===== src/rtl/spu_pkg.sv =====
// Shared types and constants for the SPU issue stage.
package spu_pkg;

    localparam int ADDR_W = 7;
    localparam int DEPTH  = 7;

    typedef enum logic {
        EVEN = 1'b0,
        ODD  = 1'b1
    } pipe_t;

    typedef enum logic [1:0] {
        IDLE  = 2'd0,
        HOLD2 = 2'd1,
        HOLD1 = 2'd2
    } issue_state_t;

    typedef struct packed {
        logic [0:10]                 op;
        logic [2:0]                  format;
        logic [1:0]                  unit;
        pipe_t                       pipe;
        logic [0:ADDR_W-1]           rt_addr;
        logic [2:0][0:ADDR_W-1]      src_addr;
        logic [2:0]                  src_used;
        logic                        reg_write;
        logic [0:17]                 imm;
    } issue_slot_t;

endpackage


===== src/rtl/raw_check.sv =====
// RAW hazard check for one slot: three sources against both pipe scoreboards
// and the pair issued last cycle.
module raw_check #(
    parameter int ADDR_W = 7,
    parameter int DEPTH  = 7
) (
    input  logic [2:0][0:ADDR_W-1]      src_addr,
    input  logic [2:0]                  src_used,
    input  logic [DEPTH-1:0][0:ADDR_W-1] ev_addr_delay,
    input  logic [DEPTH-1:0][0:ADDR_W-1] od_addr_delay,
    input  logic [DEPTH-1:0]            ev_write_delay,
    input  logic [DEPTH-1:0]            od_write_delay,
    input  logic [0:ADDR_W-1]           ev_last_rt,
    input  logic [0:ADDR_W-1]           od_last_rt,
    input  logic                        ev_last_write,
    input  logic                        od_last_write,
    output logic                        hazard
);

    always_comb begin
        hazard = 1'b0;
        for (int i = 0; i < 3; i++) begin
            if (src_used[i]) begin
                for (int d = 0; d < DEPTH; d++) begin
                    if (ev_write_delay[d] && (ev_addr_delay[d] == src_addr[i])) hazard = 1'b1;
                    if (od_write_delay[d] && (od_addr_delay[d] == src_addr[i])) hazard = 1'b1;
                end
                if (ev_last_write && (ev_last_rt == src_addr[i])) hazard = 1'b1;
                if (od_last_write && (od_last_rt == src_addr[i])) hazard = 1'b1;
            end
        end
    end

endmodule


===== src/rtl/dual_issue.sv =====
// Dual-issue stage: holds one decoded pair, resolves hazards and routes each
// slot to the even or odd pipe.
//   state | meaning
//   IDLE  | no held pair
//   HOLD2 | pair held, neither slot issued
//   HOLD1 | slot 0 issued (or invalid), slot 1 pending
module dual_issue #(
    parameter int ADDR_W = 7,
    parameter int DEPTH  = 7,
    parameter int PC_W   = 8,
    parameter int CNT_W  = 16
) (
    input  logic                          clk,
    input  logic                          reset,
    input  logic                          in_valid,
    output logic                          in_ready,
    input  logic [1:0]                    in_slot_valid,
    input  logic [1:0][0:10]              in_op,
    input  logic [1:0][2:0]               in_format,
    input  logic [1:0][1:0]               in_unit,
    input  logic [1:0]                    in_pipe,
    input  logic [1:0][0:ADDR_W-1]        in_rt_addr,
    input  logic [1:0][2:0][0:ADDR_W-1]   in_src_addr,
    input  logic [1:0][2:0]               in_src_used,
    input  logic [1:0]                    in_reg_write,
    input  logic [1:0][0:17]              in_imm,
    input  logic [PC_W-1:0]               in_pc,
    input  logic [DEPTH-1:0][0:ADDR_W-1]  ev_addr_delay,
    input  logic [DEPTH-1:0][0:ADDR_W-1]  od_addr_delay,
    input  logic [DEPTH-1:0]              ev_write_delay,
    input  logic [DEPTH-1:0]              od_write_delay,
    input  logic                          branch_taken,
    output logic                          ev_valid,
    output logic                          od_valid,
    output logic [0:10]                   ev_op,
    output logic [0:10]                   od_op,
    output logic [2:0]                    ev_format,
    output logic [2:0]                    od_format,
    output logic [1:0]                    ev_unit,
    output logic [1:0]                    od_unit,
    output logic [0:ADDR_W-1]             ev_rt_addr,
    output logic [0:ADDR_W-1]             od_rt_addr,
    output logic                          ev_reg_write,
    output logic                          od_reg_write,
    output logic [0:17]                   ev_imm,
    output logic [0:17]                   od_imm,
    output logic                          od_first,
    output logic [PC_W-1:0]               od_pc,
    output logic [CNT_W-1:0]              stall_count
);
    import spu_pkg::*;

    issue_state_t state;
    issue_slot_t  hold [2];
    issue_slot_t  in_slot [2];
    logic [1:0]   hold_v;
    logic [PC_W-1:0] hold_pc;

    logic [1:0] raw_haz, haz;
    logic conflict, issue0, issue1, done, stall, accept;
    logic ev_sel_v, od_sel_v, ev_idx, od_idx, od_sel_first;
    logic [PC_W-1:0] od_sel_pc;

    always_comb begin
        for (int s = 0; s < 2; s++) begin
            in_slot[s].op        = in_op[s];
            in_slot[s].format    = in_format[s];
            in_slot[s].unit      = in_unit[s];
            in_slot[s].pipe      = pipe_t'(in_pipe[s]);
            in_slot[s].rt_addr   = in_rt_addr[s];
            in_slot[s].src_addr  = in_src_addr[s];
            in_slot[s].src_used  = in_src_used[s];
            in_slot[s].reg_write = in_reg_write[s];
            in_slot[s].imm       = in_imm[s];
        end
    end

    for (genvar s = 0; s < 2; s++) begin : g_raw
        raw_check #(.ADDR_W(ADDR_W), .DEPTH(DEPTH)) u_raw (
            .src_addr       (hold[s].src_addr),
            .src_used       (hold[s].src_used),
            .ev_addr_delay  (ev_addr_delay),
            .od_addr_delay  (od_addr_delay),
            .ev_write_delay (ev_write_delay),
            .od_write_delay (od_write_delay),
            .ev_last_rt     (ev_rt_addr),
            .od_last_rt     (od_rt_addr),
            .ev_last_write  (ev_valid & ev_reg_write),
            .od_last_write  (od_valid & od_reg_write),
            .hazard         (raw_haz[s])
        );
    end

    assign haz = raw_haz & hold_v;

    always_comb begin
        conflict = (hold[0].pipe == hold[1].pipe);
        for (int i = 0; i < 3; i++) begin
            if (hold[0].reg_write && hold[1].src_used[i] &&
                (hold[1].src_addr[i] == hold[0].rt_addr)) conflict = 1'b1;
        end
    end

    // HOLD2 always has slot 0 valid; a lone slot 1 is loaded straight into HOLD1.
    always_comb begin
        issue0 = 1'b0;
        issue1 = 1'b0;
        done   = 1'b0;
        case (state)
            IDLE:  done = 1'b1;
            HOLD2: begin
                if (!haz[0]) begin
                    issue0 = 1'b1;
                    if (!hold_v[1]) begin
                        done = 1'b1;
                    end else if (!haz[1] && !conflict) begin
                        issue1 = 1'b1;
                        done   = 1'b1;
                    end
                end
            end
            HOLD1: begin
                if (!haz[1]) begin
                    issue1 = 1'b1;
                    done   = 1'b1;
                end
            end
            default: ;
        endcase
        if (branch_taken) begin
            issue0 = 1'b0;
            issue1 = 1'b0;
        end
    end

    assign in_ready = reset & ~branch_taken & done;
    assign accept   = in_valid & in_ready;
    assign stall    = (state != IDLE) & ~issue0 & ~issue1 & ~branch_taken;

    always_comb begin
        ev_sel_v = 1'b0;
        ev_idx   = 1'b0;
        od_sel_v = 1'b0;
        od_idx   = 1'b0;
        if (issue0) begin
            if (hold[0].pipe == EVEN) ev_sel_v = 1'b1;
            else                      od_sel_v = 1'b1;
        end
        if (issue1) begin
            if (hold[1].pipe == EVEN) begin
                ev_sel_v = 1'b1;
                ev_idx   = 1'b1;
            end else begin
                od_sel_v = 1'b1;
                od_idx   = 1'b1;
            end
        end
        od_sel_first = od_sel_v & ~od_idx & (issue1 | ~hold_v[1]);
        od_sel_pc    = od_sel_v ? hold_pc + PC_W'(od_idx) : '0;
    end

    always_ff @(posedge clk or negedge reset) begin
        if (!reset) begin
            state        <= IDLE;
            hold[0]      <= '0;
            hold[1]      <= '0;
            hold_v       <= '0;
            hold_pc      <= '0;
            ev_valid     <= 1'b0;
            ev_op        <= '0;
            ev_format    <= '0;
            ev_unit      <= '0;
            ev_rt_addr   <= '0;
            ev_reg_write <= 1'b0;
            ev_imm       <= '0;
            od_valid     <= 1'b0;
            od_op        <= '0;
            od_format    <= '0;
            od_unit      <= '0;
            od_rt_addr   <= '0;
            od_reg_write <= 1'b0;
            od_imm       <= '0;
            od_first     <= 1'b0;
            od_pc        <= '0;
            stall_count  <= '0;
        end else begin
            ev_valid     <= ev_sel_v;
            ev_op        <= ev_sel_v ? hold[ev_idx].op        : '0;
            ev_format    <= ev_sel_v ? hold[ev_idx].format    : '0;
            ev_unit      <= ev_sel_v ? hold[ev_idx].unit      : '0;
            ev_rt_addr   <= ev_sel_v ? hold[ev_idx].rt_addr   : '0;
            ev_reg_write <= ev_sel_v & hold[ev_idx].reg_write;
            ev_imm       <= ev_sel_v ? hold[ev_idx].imm       : '0;
            od_valid     <= od_sel_v;
            od_op        <= od_sel_v ? hold[od_idx].op        : '0;
            od_format    <= od_sel_v ? hold[od_idx].format    : '0;
            od_unit      <= od_sel_v ? hold[od_idx].unit      : '0;
            od_rt_addr   <= od_sel_v ? hold[od_idx].rt_addr   : '0;
            od_reg_write <= od_sel_v & hold[od_idx].reg_write;
            od_imm       <= od_sel_v ? hold[od_idx].imm       : '0;
            od_first     <= od_sel_first;
            od_pc        <= od_sel_pc;

            if (stall && !(&stall_count)) stall_count <= stall_count + CNT_W'(1);

            if (branch_taken) begin
                state  <= IDLE;
                hold_v <= '0;
            end else if (accept) begin
                hold[0] <= in_slot[0];
                hold[1] <= in_slot[1];
                hold_v  <= in_slot_valid;
                hold_pc <= in_pc;
                if (in_slot_valid[0])      state <= HOLD2;
                else if (in_slot_valid[1]) state <= HOLD1;
                else                       state <= IDLE;
            end else if (done) begin
                state  <= IDLE;
                hold_v <= '0;
            end else if ((state == HOLD2) && issue0) begin
                state     <= HOLD1;
                hold_v[0] <= 1'b0;
            end
        end
    end

endmodule


===== config.mk =====
export PLATFORM = sky130hd
export DESIGN_NAME = dual_issue
export DESIGN_NICKNAME = d
export VERILOG_FILES = /design/src/rtl/spu_pkg.sv /design/src/rtl/raw_check.sv /design/src/rtl/dual_issue.sv
export SDC_FILE = /design/constraint.sdc
export NUM_CORES = 1
export LEC_CHECK = 0
export CORE_AREA = 2 2 201 203
export CTS_BUF_LIST = sky130_fd_sc_hd__clkbuf_8
export DETAILED_ROUTE_END_ITERATION = 10
export DIE_AREA = 0 0 203 205
export PLACE_DENSITY = 0.79
export RECOVER_POWER = 100
export SLEW_MARGIN = 20
export SYNTH_ARGS = -nofsm -noshare
export SYNTH_HDL_FRONTEND = slang
export SYNTH_SLANG_ARGS = --single-unit

===== constraint.sdc =====
create_clock -name clk -period 3.9 [get_ports clk]
set_input_delay 0.78 -clock clk [delete_from_list [all_inputs] [get_ports clk]]
set_output_delay 0.78 -clock clk [all_outputs]
set_load 0.01 [all_outputs]

; ---- After elaboration in Yosys (flattened, before gate mapping)
; Index checks and enable logic that the tools add are counted.
; Widths: inputs -> output; s select.
[word_totals]
inputBits = 260
output_inout_bits = 112
elab_cells = 441
ff_bits = 257
[op_classes]
n_reduce_logical = 114
n_bitwise = 21
n_eq_ne = 102
n_lt_le_gt_ge = 2
mux = 157
add_sub_neg = 2
[op_table]
columns = op, count
row1 = $eq 7x7->1, 99
row2 = $mux 67, 6
row3 = $mux 1, 130
row4 = $logic_and 1x1->1, 105
row5 = $mux 18, 2
row6 = $mux 11, 2
row7 = $mux 2, 10
row8 = $add 16x1->16 const B, 1
row9 = $reduce_and 16->1, 1
row10 = $mux 7, 2
row11 = $and 1x1->1, 12
row12 = $add 8x1->8, 1
row13 = $mux 8, 1
row14 = $mux 3, 2
row15 = $not 1->1, 5
row16 = $ge 2x2->1 const B, 2
row17 = $not 1->2, 2
row18 = $reduce_bool 4->1, 1
row19 = $logic_not 1->1, 3
row20 = $pmux 1 s3, 1
row21 = $reduce_bool 3->1, 1
row22 = $and 2x2->2, 1
row23 = $eq 2x1->1 const B, 1
row24 = $eq 2x2->1 const B, 1
row25 = other kinds (6), 6

; ---- Longest topological paths before layout
[logic_depth]
depth_word = 67
mapped_depth = 17
mapped_depth_nobuf = 13

; ---- By module
; A second synthesis with hierarchy kept.
[hier_totals]
cells_unflattened = 2790
area_unflattened_um2 = 23517.6
[modules_own_cells]
columns = module, area_each_um2, cells_each, n_inst, seq_area_each_um2
row1 = dual_issue, 15102.0, 1730, 1, 6406.1
row2 = raw_check, 4207.8, 530, 2, 0.0

; ---- Least setup slack after synthesis
; OpenSTA, ideal clock, no wires.
[synth_timing]
kind = input to register
from = input ev_addr_delay[23] (netlist name)
to = register od_pc[4]
n_path_buf = 3
arrival_ns = 3.886
stages = 15
required_time_ns = 3.770
path_slack_ns = -0.116
setup_ns = 0.130
cell_sequence = clkbuf_1 xnor2_1 nand4_1 o2111ai_1 or4_1 a222oi_1 nand2_1 o32ai_2 buf_2 buf_2 ha_1 ha_1 nand3_1 xor2_1 nor2_1
[synth_via]
elab_chain_len = 58
word_cells_on_any_way = 120
cone_classes = add/sub: 1 / eq/ne: 6 / mux: 104 / bitwise: 1 / reduce/logical: 8
[synth_rtl]
columns = element, line_no
row1 = start: declaration, dual_issue.sv:28  ; input logic [DEPTH-1:0][0:ADDR_W-1] ev_addr_delay,
row2 = $eq 7x7->1, raw_check.sv:25  ; if (ev_write_delay[d] && (ev_addr_delay[d] == src_addr[i])) hazard = 1'b1;
row3 = $logic_and 1x1->1, raw_check.sv:25
row4 = $mux 1, raw_check.sv:25
row5 = $mux 1, raw_check.sv:26  ; if (od_write_delay[d] && (od_addr_delay[d] == src_addr[i])) hazard = 1'b1;
row6 = $mux 1, raw_check.sv:25
row7 = $mux 1, raw_check.sv:26
row8 = $mux 1, raw_check.sv:25
row9 = $mux 1, raw_check.sv:26
row10 = [... 43 more ...], n/a
row11 = $mux 1, dual_issue.sv:114  ; if (!hold_v[1]) begin
row12 = $mux 1, dual_issue.sv:112  ; if (!haz[0]) begin
row13 = $pmux 1 s2, dual_issue.sv:109  ; case (state)
row14 = $mux 1, dual_issue.sv:130  ; if (branch_taken) begin
row15 = $mux 1, dual_issue.sv:149  ; if (issue1) begin
row16 = $add 8x1->8, dual_issue.sv:159  ; od_sel_pc = od_sel_v ? hold_pc + PC_W'(od_idx) : '0;
row17 = $mux 8 (*), dual_issue.sv:159
row18 = via od_sel_pc[4], dual_issue.sv:62  ; logic [PC_W-1:0] od_sel_pc;
row19 = end signal: assignment, dual_issue.sv:202  ; od_pc <= od_sel_pc;
row20 = end: declaration, dual_issue.sv:48  ; output logic [PC_W-1:0] od_pc,
; The timed path passes the listed nets; every way through them passes the cells marked *.
; A chain may end at the register's enable or synchronous reset.

; ---- Worst setup path in the final report
[layout_timing]
from = input ev_addr_delay[37] (netlist name)
to = output in_ready
[layout_via]
elab_chain_len = 51
word_cells_on_any_way = 103
cone_classes = eq/ne: 6 / mux: 87 / bitwise: 2 / reduce/logical: 8
[layout_rtl]
columns = element, line_no
row1 = $eq 7x7->1, raw_check.sv:25
row2 = $logic_and 1x1->1, raw_check.sv:25
row3 = $mux 1, raw_check.sv:25
row4 = $mux 1, raw_check.sv:26
row5 = $mux 1, raw_check.sv:25
row6 = $mux 1, raw_check.sv:26
row7 = $mux 1, raw_check.sv:28  ; if (ev_last_write && (ev_last_rt == src_addr[i])) hazard = 1'b1;
row8 = $mux 1, raw_check.sv:29  ; if (od_last_write && (od_last_rt == src_addr[i])) hazard = 1'b1;
row9 = [... 35 more ...], n/a
row10 = $and 2x2->2 (*), dual_issue.sv:94  ; assign haz = raw_haz & hold_v;
row11 = $logic_not 1->1, n/a
row12 = $logic_and 1x1->1, dual_issue.sv:116  ; end else if (!haz[1] && !conflict) begin
row13 = $mux 1, dual_issue.sv:116
row14 = $mux 1, dual_issue.sv:114
row15 = $mux 1, dual_issue.sv:112
row16 = $pmux 1 s3 (*), dual_issue.sv:109
row17 = $and 1x1->1 (*), dual_issue.sv:136  ; assign in_ready = reset & ~branch_taken & done;
row18 = end: declaration, dual_issue.sv:16  ; output logic in_ready,
; Every way passes the cells marked *; elsewhere a longest branch is shown, timed or not.

==> impl_metrics.py <==
metrics = {
    "worst_setup_path": {
        "startpoint_types": "primary input",
        "timing.critical_path.required_ns": 3.12,
        "max_stage_delay_ns": 0.57,
        "endpoint_kind": "output port",
        "critical_path_arrival_ns": 3.80,
        "cpMaxStageDelayCell": "sky130_fd_sc_hd__or4_4",
        "worstPathMaxFanout": 5,
        "crit_path_cell_trace": "clkdlybuf4s50_1 > buf_6 > xnor2_1 > nand4_1 > o2111ai_1 > or4_4 > a222oi_1 > buf_4 > o21ai_4 > a21oi_4 > o21bai_2 > nor3b_2 > buf_2",
        "setup.worst_path.class": "primary input to output port",
    },
    "clocking": {
        "clock-sinks": 256,
        "clock-root-buffer": "sky130_fd_sc_hd__clkbuf_8",
        "clock_path_buffers": 3,
        "cts_tree": "yes",
        "register_clock_pin_slew_on_the_reported_worst_setup_and_hold_paths_ns": 0.05,
        "htree_levels": 2,
        "clock_latency_ns": 0.62,
        "holdBufCountCts": 0,
        "tritoncts.num_buffers": 42,
    },
    "power": {
        "static_leak_nw": 12.3,
        "worst_ir_drop_vdd_mv": 0.349,
        "pwrdens_nw_per_um2": 401,
    },
    "final_layout": {
        "fillCellCount": 2593,
        "area_growth_pct": 50.7,
        "instances_no_fill": 3166,
        "layout-drive-gt1-share_pct": 27.3,
        "nets": 2871,
    },
    "yosys": {
        "synth_largest_type_area_fraction_pct": 33.5,
        "dominantRegCellSynth": "sky130_fd_sc_hd__dfrtp_1",
        "synth.yosys.warnings": 0,
        "post_synth_most_frequent_cells": "523 x sky130_fd_sc_hd__xnor2_1, 256 x sky130_fd_sc_hd__dfrtp_1, 192 x sky130_fd_sc_hd__xor2_1",
        "synth_seq_area_share_pct": 33.5,
        "synth_edf_count": 0,
        "synth_compound_gate_area_share_pct": 4.31,
        "yosysMostFrequentCell": "sky130_fd_sc_hd__xnor2_1",
        "yosys_register_bits": 256,
        "netlist_area_um2": 19100,
        "synthCells": 1991,
        "synth.area.top_cells": "sky130_fd_sc_hd__dfrtp_1 33%, sky130_fd_sc_hd__xnor2_1 24%, sky130_fd_sc_hd__xor2_1 8.8%",
        "syn-num-nets": 2258,
        "async_reset_ff_share_pct": 100,
        "synth_top_cell_by_area": "sky130_fd_sc_hd__dfrtp_1",
        "avgSynthCellArea_um2": 9.62,
        "yosys.area_share.simple_pct": 12.5,
        "post_synth_num_cell_types": 43,
        "synth.mux.area_fraction_pct": 8.57,
        "post_synth_fa_ha_maj_area_fraction_pct": 0.457,
        "largest_family_of_logic_cells_by_synthesized_area": "XOR/XNOR gates",
        "synth_xor_area_share_pct": 32.7,
    },
    "global_routing": {
        "grt_pass1_vias": 18400,
        "first_pass_grt_wire_length_mm": 113,
        "number_of_antenna_violations_at_the_first_check_in_global_routing": 4,
        "grtUsageTotal_pct": 36.3,
        "grt_max_degree": 65,
        "grt_overflow": 0,
    },
    "drt": {
        "wl_per_cell_um": 27.3,
        "drt-vias-per-instance": 5.84,
        "wirelength_routed_mm": 86.4,
        "drt_drc_violations_left": 0,
        "drt_iter0_drc": 1543,
        "final_antenna_net_count": 0,
        "drt_pre_antenna_iters": 6,
        "routed-via-count": 18500,
    },
    "die": {
        "fp.dieW_um": 203,
        "start_util_pct": 48.6,
        "design.die.area_um2": 41600,
        "top_level_ports": 372,
        "core-area_um2": 39400,
        "die_y_um": 205,
        "rows": 73,
    },
    "sta": {
        "timing.final.max_slew_violations": 97,
        "min_period_over_period_pct": 118,
        "fmaxAchievable_mhz": 218,
        "tightest_slew_ns": 1.91,
        "report.final.hold_viol_count": 0,
        "layout_min_cycle_time_ns": 4.58,
        "skew_ns": 0.0729,
        "slew_headroom_pct": -27.1,
        "setup_repair_after_global_routing_missed_its_margin": "true",
        "setup_total_negative_slack_ns": -10.59,
        "postLayoutSetupSlackWorst_ns": -0.684,
        "setup_viol_count_final": 119,
    },
    "placed_design": {
        "placedCellCount": 3000,
        "place_hpwl_mm": 55.9,
        "buffer_ports.inserted": 371,
        "gp_weighted_congestion": 1.07,
    },
    "run_status": {
        "run_status": "finished, violations left",
        "failed_checks": "max-capacitance violations, max-slew violations, negative setup slack",
    },
    "job": {
        "max_cap_violation_count": 2,
    },
    "hold_path": {
        "min_path_type": "register to register",
    },
}
==> layer usage <==
layer  global-route usage (%)  routed length [µm]  up-vias
met3                     9.80                8420      370
met4                     19.9                6210        0
met1                     42.6               30700     9074
met5                        0                   0        -
met2                     60.5               41100     1206
li1                         -                   -     7842
==> logic make-up (layout without fill, tap and decap cells) <==
| group | count (synthesis) | after routing |
|---|---|---|
| DFF | 256 | 256 |
| adders and majority gates | 7 | 7 |
| and+or+nand+nor | 467 | 468 |
| xor gates and xnor gates | 715 | 715 |
| muxes | 146 | 146 |
| AOI/OAI and AO/OA | 107 | 107 |
| other | 0 | 6 |
| buffers and inverters | 293 | 936 |
==> layout by cell type (no fill, tap or decap), types with 11 or more instances in the layout <==
master | synthesis | layout
sky130_fd_sc_hd__buf_4 | 32 | 298
sky130_fd_sc_hd__buf_12 | 0 | 78
sky130_fd_sc_hd__o31ai_2 | 0 | 34
sky130_fd_sc_hd__nor2_1 | 95 | 95
sky130_fd_sc_hd__dlymetal6s2s_1 | 0 | 15
sky130_fd_sc_hd__mux2_2 | 64 | 64
sky130_fd_sc_hd__o31ai_1 | 84 | 35
sky130_fd_sc_hd__nand2_2 | 0 | 37
sky130_fd_sc_hd__xor2_1 | 192 | 190
sky130_fd_sc_hd__mux2_1 | 80 | 73
sky130_fd_sc_hd__clkbuf_8 | 0 | 49
sky130_fd_sc_hd__xnor2_1 | 523 | 522
sky130_fd_sc_hd__nor4_1 | 58 | 49
sky130_fd_sc_hd__nand4_1 | 162 | 162
sky130_fd_sc_hd__inv_1 | 50 | 61
sky130_fd_sc_hd__clkdlybuf4s50_1 | 0 | 204
sky130_fd_sc_hd__dlygate4sd2_1 | 0 | 39
sky130_fd_sc_hd__dfrtp_1 | 256 | 253
sky130_fd_sc_hd__nand2_1 | 109 | 55
sky130_fd_sc_hd__dlygate4sd3_1 | 0 | 111
sky130_fd_sc_hd__nand2_4 | 0 | 17
sky130_fd_sc_hd__nand3_1 | 15 | 11
sky130_fd_sc_hd__clkbuf_16 | 0 | 18
sky130_fd_sc_hd__buf_6 | 16 | 36
sky130_fd_sc_hd__o31ai_4 | 0 | 15
==> critical path: cells and delay by family <==
kind                   cells  cell delay [ns]
AND/OR/NAND/NOR            3             0.95
AO/OA/AOI/OAI              5             0.91
buffers and inverters      4             1.07
XOR/XNOR                   1             0.07
==> state kept, by name, summed over array words and instances, names as in the netlist, 2 cells and up <==
name / cells
ev_format: 3
ev_imm: 18
ev_op: 11
ev_rt_addr: 7
ev_unit: 2
hold: 134
hold_pc: 8
od_format: 3
od_imm: 18
od_op: 11
od_pc: 8
od_rt_addr: 7
od_unit: 2
stall_count: 16
state: 2
==> stage by stage <==
step	utilization [%]	worst slack, ns	total power, W	area (µm²)	hold slack (ns)
6_report	73.3	-0.684	0.0116	28800	0.483
3_5_place_dp	65.2	-1.48	0.00843	25700	0.478
2_1_floorplan	-	0.00594	0.00628	19200	0.464
3_3_place_gp	65.2	-1.50	0.00829	25700	0.472
4_1_cts	68.5	-0.632	0.0111	27000	0.0178
5_1_grt	73.3	-0.741	0.0120	28800	0.498
==> final timing paths <==
check,start,endpoint,slack [ns],depth (start not counted)
max in group asynchronous,reset,hold[104]$_DFFE_PN0P_,0.09,3
setup / recovery,ev_addr_delay[37],in_ready,-0.68,13
min in group asynchronous,reset,od_imm[4]$_DFF_PN0_,0.70,1
hold / removal,stall_count[11]$_DFFE_PN0P_,stall_count[11]$_DFFE_PN0P_,0.48,1
hold reg to reg,stall_count[11]$_DFFE_PN0P_,stall_count[11]$_DFFE_PN0P_,0.48,1
setup reg to reg,hold[102]$_DFFE_PN0P_,od_pc[4]$_DFF_PN0_,-0.31,19
==> final cells by class <==
type / count / area (µm²) / share of cell area, %
tap: 525 / 657 / 2.28
inverter: 50 / 188 / 0.651
antenna: 6 / 15.0 / 0.0521
multi-input combinational: 1443 / 12100 / 42.1
sequential: 256 / 6410 / 22.2
clock inverter: 26 / 248 / 0.859
timing repair buffer: 811 / 8510 / 29.5
clock buffer: 49 / 674 / 2.34
==> power breakdown <==
part	switching, W	leakage [nW]	internal [W]	total [W]
Combinational	0.00271	8.55	0.00274	0.00545
Clock	0.00120	0.515	0.00143	0.00264
Sequential	0.000470	3.23	0.00302	0.00350
Total	0.00438	12.3	0.00720	0.0116
==> what timing repair did <==
item,4_1_cts,5_1_grt
setup endpoints to repair,240,215
setup buffers,27,34
gates cloned,1,24
pin swaps,27,28
gates resized for setup,76,231
(Power assumes the default switching activity.)
